==> src/rtl/sfx_pkg.sv <==
// Shared types and note-ROM layout for the sound-effect scheduler.
// Effect ids double as arbitration priority: a higher id wins.
package sfx_pkg;

  typedef enum logic [1:0] {
    IDLE  = 2'd0,
    FETCH = 2'd1,
    PLAY  = 2'd2
  } sfx_state_t;

  localparam int SFX_COUNT = 4;

  localparam int SFX_MARIO = 0;
  localparam int SFX_HIT   = 1;
  localparam int SFX_MISS  = 2;
  localparam int SFX_WIN   = 3;

  // Inclusive note ranges in the shared note ROM, indexed by effect id.
  localparam int unsigned SFX_START [SFX_COUNT] = '{0, 4, 6, 10};
  localparam int unsigned SFX_END   [SFX_COUNT] = '{2, 5, 8, 11};

endpackage

==> src/rtl/sfx_tone_gen.sv <==
// Square-wave tone generator: toggles snd every note+1 clocks and maps it
// to a signed sample; a zero note is a rest.
module sfx_tone_gen #(
  parameter int                 DELAY_W   = 19,
  parameter logic signed [31:0] AMPLITUDE = 32'sd100000000
) (
  input  logic               CLOCK_50,
  input  logic               resetn,
  input  logic [DELAY_W-1:0] note,
  input  logic               restart,
  input  logic               enable,
  output logic signed [31:0] sample
);

  logic [DELAY_W-1:0] half_cnt;
  logic               snd;

  // NOTE: sequential state is written with non-blocking assignments only, so
  // every register samples values from before the edge.
  always_ff @(posedge CLOCK_50) begin
    if (!resetn) begin
      half_cnt <= '0;
      snd      <= 1'b0;
    end else if (restart) begin
      half_cnt <= '0;
      snd      <= 1'b0;
    end else if (enable) begin
      if (note == '0) begin
        half_cnt <= '0;
        snd      <= 1'b0;
      end else if (half_cnt == note) begin
        half_cnt <= '0;
        snd      <= ~snd;
      end else begin
        half_cnt <= half_cnt + DELAY_W'(1);
      end
    end
  end

  // NOTE: every output of a combinational block gets a default first, which
  // rules out inferred latches on any path.
  always_comb begin
    sample = 32'sd0;
    if (enable && (note != '0)) begin
      sample = snd ? AMPLITUDE : -AMPLITUDE;
    end
  end

endmodule

==> src/rtl/sfx_scheduler.sv <==
// Sound-effect scheduler: arbitrates effect requests, walks the note ROM and
// drives the tone generator. Define SFX_LOOP_EN to honour per-effect loop_en.
module sfx_scheduler
  import sfx_pkg::*;
#(
  parameter int                 NUM_SFX    = 4,
  parameter int                 ADDR_W     = 14,
  parameter int                 DELAY_W    = 19,
  parameter int                 BEAT_TICKS = 2500000,
  parameter logic signed [31:0] AMPLITUDE  = 32'sd100000000,
  localparam int                ID_W       = $clog2(NUM_SFX)
) (
  input  logic                CLOCK_50,
  input  logic                resetn,
  input  logic [NUM_SFX-1:0]  req,
  input  logic [NUM_SFX-1:0]  loop_en,
  output logic [ADDR_W-1:0]   rom_addr,
  input  logic [DELAY_W-1:0]  rom_q,
  input  logic                audio_out_allowed,
  output logic                write_audio_out,
  output logic signed [31:0]  sample,
  output logic                busy,
  output logic [ID_W-1:0]     active_id,
  output logic                done
);

  localparam int BEAT_W = $clog2(BEAT_TICKS);

  sfx_state_t         state;
  logic [NUM_SFX-1:0] pending;
  logic [BEAT_W-1:0]  beat_cnt;
  logic [DELAY_W-1:0] note;

  logic [ID_W-1:0]    pick_id;
  logic [NUM_SFX-1:0] grant_mask;
  logic [NUM_SFX-1:0] higher_mask;
  logic [ADDR_W-1:0]  start_addr;
  logic [ADDR_W-1:0]  loop_addr;
  logic [ADDR_W-1:0]  end_addr;
  logic               any_pending;
  logic               higher_pending;
  logic               at_end;
  logic               loop_sel;
  logic               terminal;
  logic               play_first;
  logic               finish;
  logic               grant;
  logic               busy_nxt;
  logic               tone_en;

`ifdef SFX_LOOP_EN
  assign loop_sel = loop_en[active_id];
`else
  logic unused_loop_en;
  assign unused_loop_en = ^loop_en;
  assign loop_sel       = 1'b0;
`endif

  // Arbitration and end-of-beat decisions; pending is the registered copy,
  // so a req arriving on a terminal beat only counts from the next decision.
  always_comb begin
    pick_id     = '0;
    higher_mask = '0;
    grant_mask  = '0;
    for (int i = 0; i < NUM_SFX; i++) begin
      if (pending[i]) pick_id = ID_W'(i);
      higher_mask[i] = (i > int'(active_id));
    end

    any_pending    = |pending;
    higher_pending = |(pending & higher_mask);
    start_addr     = ADDR_W'(SFX_START[pick_id]);
    loop_addr      = ADDR_W'(SFX_START[active_id]);
    end_addr       = ADDR_W'(SFX_END[active_id]);
    at_end         = (rom_addr == end_addr);

    terminal   = (state == PLAY) && (beat_cnt == BEAT_W'(BEAT_TICKS - 1));
    play_first = (state == PLAY) && (beat_cnt == BEAT_W'(1));
    finish     = terminal && !higher_pending && at_end && !loop_sel;
    grant      = ((state == IDLE) && any_pending)
              || (terminal && higher_pending)
              || (finish && any_pending);
    busy_nxt   = grant || ((state != IDLE) && !finish);
    tone_en    = (state == PLAY) && !play_first;

    if (grant) grant_mask[pick_id] = 1'b1;
  end

  always_ff @(posedge CLOCK_50) begin
    if (!resetn) begin
      state           <= IDLE;
      pending         <= '0;
      rom_addr        <= '0;
      active_id       <= '0;
      beat_cnt        <= '0;
      note            <= '0;
      busy            <= 1'b0;
      done            <= 1'b0;
      write_audio_out <= 1'b0;
    end else begin
      pending         <= (pending & ~grant_mask) | req;
      busy            <= busy_nxt;
      write_audio_out <= audio_out_allowed & busy_nxt;
      done            <= finish;

      // The ROM answers one cycle after the FETCH address, i.e. in PLAY's first cycle.
      if (play_first) note <= rom_q;

      if (grant) begin
        state     <= FETCH;
        active_id <= pick_id;
        rom_addr  <= start_addr;
        beat_cnt  <= '0;
      end else begin
        case (state)
          IDLE: beat_cnt <= '0;
          FETCH: begin
            state    <= PLAY;
            beat_cnt <= beat_cnt + BEAT_W'(1);
          end
          PLAY: begin
            if (terminal) begin
              beat_cnt <= '0;
              if (!at_end) begin
                rom_addr <= rom_addr + ADDR_W'(1);
                state    <= FETCH;
              end else if (loop_sel) begin
                rom_addr <= loop_addr;
                state    <= FETCH;
              end else begin
                state <= IDLE;
              end
            end else begin
              beat_cnt <= beat_cnt + BEAT_W'(1);
            end
          end
          default: state <= IDLE;
        endcase
      end
    end
  end

  sfx_tone_gen #(
    .DELAY_W   (DELAY_W),
    .AMPLITUDE (AMPLITUDE)
  ) u_tone (
    .CLOCK_50 (CLOCK_50),
    .resetn   (resetn),
    .note     (note),
    .restart  (play_first),
    .enable   (tone_en),
    .sample   (sample)
  );

endmodule
==> config.mk <==
export PLATFORM = sky130hd
export DESIGN_NAME = sfx_scheduler
export DESIGN_NICKNAME = d
export VERILOG_FILES = /design/src/rtl/sfx_pkg.sv /design/src/rtl/sfx_tone_gen.sv /design/src/rtl/sfx_scheduler.sv
export SDC_FILE = /design/constraint.sdc
export NUM_CORES = 1
export LEC_CHECK = 0
export BUFFER_PORTS_ARGS = -buffer_cell sky130_fd_sc_hd__clkbuf_2
export CORE_UTILIZATION = 55
export CTS_CLUSTER_SIZE = 24
export DETAILED_ROUTE_END_ITERATION = 10
export PLACE_DENSITY = 0.87
export SLEW_MARGIN = 20
export SYNTH_ARGS = -nofsm -noshare
export SYNTH_HDL_FRONTEND = slang
export SYNTH_HIERARCHICAL = 1
export SYNTH_SLANG_ARGS = --single-unit
==> constraint.sdc <==
create_clock -name CLOCK_50 -period 3.9 [get_ports CLOCK_50]
set_clock_uncertainty 0.05 [all_clocks]
set_input_delay 0.195 -clock CLOCK_50 [delete_from_list [all_inputs] [get_ports CLOCK_50]]
set_output_delay 0.195 -clock CLOCK_50 [all_outputs]
set_load 0.02 [all_outputs]
==> impl_metrics.env <==
export IMPL_dp_hpwl_um=7260
export IMPL_grt_overflow=0
export IMPL_clk_latency_ns=0.37
export IMPL_worst_path_max_fanout=12
export IMPL_powerDensity_nw_per_um2=405
export IMPL_final_cells=710
export IMPL_dp_cells=689
export IMPL_r2r_start="state[0]"
export IMPL_die_area_um2=9040
export IMPL_dpl_cell_area_um2=4940
export IMPL_antenna_found_initial=0
export IMPL_holdPathStages=3
export IMPL_synth_area_um2=4760
export IMPL_grt_usage_pct=24.5
export IMPL_outcome="finished, final reports clean"
export IMPL_ys_seq_area_share_pct=36.1
export IMPL_swShare_pct=35.8
export IMPL_hold_violations=0
export IMPL_min_delay_start="rom_q[9]"
export IMPL_n_fill_cell=694
export IMPL_fin_crit_sh_pct=78.9
export IMPL_max_vdd_ir_drop_mv=0.193
export IMPL_fin_crit_ns=3.08
export IMPL_grt_pass1_wl_um=17400
export IMPL_async_reset_ff_share_pct=0
export IMPL_syn_inst=562
export IMPL_stdcell_area_um2=5170
export IMPL_die_x_um=95.1
export IMPL_port_buffers=68
export IMPL_cp_start_kind="flip-flop"
export IMPL_cts_tree="built"
export IMPL_cts_max_path_buffers=2
export IMPL_r2r_slack_ns=0.82
export IMPL_ys_seq_elements=86
export IMPL_seqPwrFrac_pct=46.5
export IMPL_ant_nets=0
export IMPL_routed_via_density=5.86
export IMPL_routed_wirelength_um=10400
export IMPL_h_tree_depth=3
export IMPL_yosys_most_used_dff="dfxtp_1"
export IMPL_avgSynthCellArea_um2=8.48
export IMPL_tns_ns=0
export IMPL_vias=4158
export IMPL_hp_class="in2reg"
export IMPL_p_comb_share_pct=26.0
export IMPL_setup_violations=0
export IMPL_numCtsBuffers=9
export IMPL_grt_pass1_vias=3803
export IMPL_path_clk_slew_ns=0.09
export IMPL_holdPathEnd="note[9]"
export IMPL_rsz0062_at_grt="no"
export IMPL_area_delta_synth_final_pct=8.56
export IMPL_clk_root_buffer_cell="clkbuf_8"
export IMPL_maxCapViolCount=0
export IMPL_yosys_warnings=6
export IMPL_grt_busiest_layer="met2"
export IMPL_intPower_uw=1340
export IMPL_drtIter0Drc=348
export IMPL_wire_per_inst_um=14.7
export IMPL_ff2ff_path_depth=8
export IMPL_cts_resized=0
export IMPL_grt_use_met1_pct=30.7
export IMPL_critical_path_arrival_ns=3.33
export IMPL_use_met3_pct=4.39
export IMPL_crit_path_start="state[0]"
export IMPL_p_total_uw=2090
export IMPL_cp_data_required_time_ns=4.15
export IMPL_drc=0
export IMPL_layout_nets=642
export IMPL_p_leak_uw=0.00198
export IMPL_synthDistinctLibCells=58
export IMPL_worstSetupEndpointType="flip-flop"
export IMPL_gp_congestion=0.894
export IMPL_ios=81
export IMPL_drive_gt1_share_pct=18.0
export IMPL_die_h_um=95.1
export IMPL_relSlewSlack_pct=32.2
export IMPL_use_met2_pct=40.5
export IMPL_rows=33
export IMPL_synth_edf_count=0
export IMPL_drt_pass1_iter_count=8
export IMPL_worst_slew_pin_slew_ns=1.02
export IMPL_fmax_mhz=325
export IMPL_grt_max_degree=29
export IMPL_cts_sinks=86
export IMPL_drv_slew=0
export IMPL_p_clk_share_pct=27.5
export IMPL_initial_core_util_pct=57.4
export IMPL_core_area_um2=8300
export IMPL_reg2reg_to="u_tone/half_cnt[15]"
export IMPL_worstSetupPathType="reg2reg"
export IMPL_p_switching_uw=751
export IMPL_n_antenna_cell=0
-- cell type report --
type | instances | area (µm²) | area share (%)
Multi-Input combinational cell | 406 | 2640 | 51.1
Clock buffer | 10 | 138 | 2.66
Tap cell | 105 | 131 | 2.54
Clock inverter | 5 | 36.3 | 0.702
Timing Repair Buffer | 77 | 423 | 8.18
Sequential cell | 86 | 1720 | 33.3
Inverter | 21 | 78.8 | 1.52
-- cells by family (layout without fill, tap and decap cells) --
family                   Yosys count  count (layout)  synth area share, %
AO/OA/AOI/OAI                     76              76                 10.0
adder cells (fa/ha/maj)           11              11                 2.89
XOR/XNOR                          60              60                 11.0
multiplexers                      22              22                 4.62
other                              1               8               0.0787
flip-flops                        86              86                 36.1
AND/OR/NAND/NOR                  229             229                 26.2
buffers and inverters             77             113                 9.04
-- Yosys cell counts (all sizes together) (11+ instances only) --
| library cell | instances | area (µm²) |
|---|---|---|
| dfxtp | 86 | 1720 |
| nor2 | 68 | 265 |
| buf | 44 | 307 |
| a21oi | 38 | 194 |
| xor2 | 32 | 280 |
| nand2 | 29 | 109 |
| nand3 | 28 | 140 |
| xnor2 | 28 | 245 |
| nand4 | 23 | 165 |
| mux2i | 22 | 220 |
| nor4 | 21 | 171 |
| inv | 20 | 75.1 |
| nor3 | 18 | 95.1 |
| clkbuf | 12 | 45.0 |
| o21ai | 12 | 60.1 |
| ha | 11 | 138 |
-- cell usage in the layout (no fill, tap or decap), drive strengths merged, types with 2 or more instances in the layout --
cell type	netlist	routed
dfxtp	86	86
clkbuf	12	78
nor2	68	68
a21oi	38	38
xor2	32	32
nand2	29	29
xnor2	28	28
nand3	28	28
nand4	23	23
mux2i	22	22
nor4	21	21
inv	20	20
nor3	18	18
o21ai	12	12
ha	11	11
a31oi	8	8
or3	8	8
conb	1	8
nand2b	6	6
dlygate4sd3	0	6
or4	6	6
and3	5	5
and4	5	5
and2	4	4
nor2b	4	4
a211oi	3	3
clkinvlp	0	3
buf	44	3
o211ai	3	3
clkinv	1	3
o21a	2	2
o2111ai	2	2
-- worst max-delay path, stage by stage (launching register included) --
cell     delay, ns
dfxtp_1       0.34
inv_1         0.10
ha_1          0.29
inv_1         0.13
nor2_1        0.57
nand4_2       0.22
or4_1         0.73
or3_1         0.42
a22oi_2       0.15
-- sequential cells by signal, indices dropped and copies added (netlist names) --
register,flops
u_tone/half_cnt,19
write_audio_out,1
note,19
busy,1
state,2
u_tone/snd,1
beat_cnt,22
active_id,2
done,1
pending,4
rom_addr,14
-- stage by stage --
stage | hold WS, ns | utilization, % | worst slack [ns]
2_1_floorplan | 0.254 | - | 1.48
3_3_place_gp | 0.341 | 59.5 | 0.990
3_5_place_dp | 0.355 | 59.5 | 0.901
4_1_cts | 0.00147 | 62.3 | 0.839
5_1_grt | 0.0187 | 62.3 | 0.520
6_report | 0.00858 | 62.3 | 0.822
-- how the worst max path moves through the flow --
stage	end	slack, ns	cells after the start
after CTS	sample[31]	0.84	7
final	u_tone/half_cnt[15]	0.82	8
after global placement	u_tone/half_cnt[15]	0.99	8
after floorplan	sample[10]	1.48	8
after global routing	sample[17]	0.52	7
after detailed placement	u_tone/half_cnt[15]	0.90	8
-- per-layer routing --
layer	vias to the layer above	share of wire (%)
met5	-	0
li1	2007	-
met4	0	1.7
met2	146	48
met1	1988	45
met3	17	4.9
-- what timing repair did --
action	4_1_cts	5_1_grt
setup buffers	0	0
hold buffers	6	0
endpoints found under the hold margin	6	0
-- power groups by stage --
stage | clock network (µW) | registers, µW | logic (µW)
floorplan | 0 | 999 | 401
global placement | 0 | 989 | 502
detailed placement | 0 | 993 | 528
CTS | 583 | 972 | 539
global route | 619 | 980 | 599
finish | 577 | 974 | 544
(Power assumes the default switching activity.)
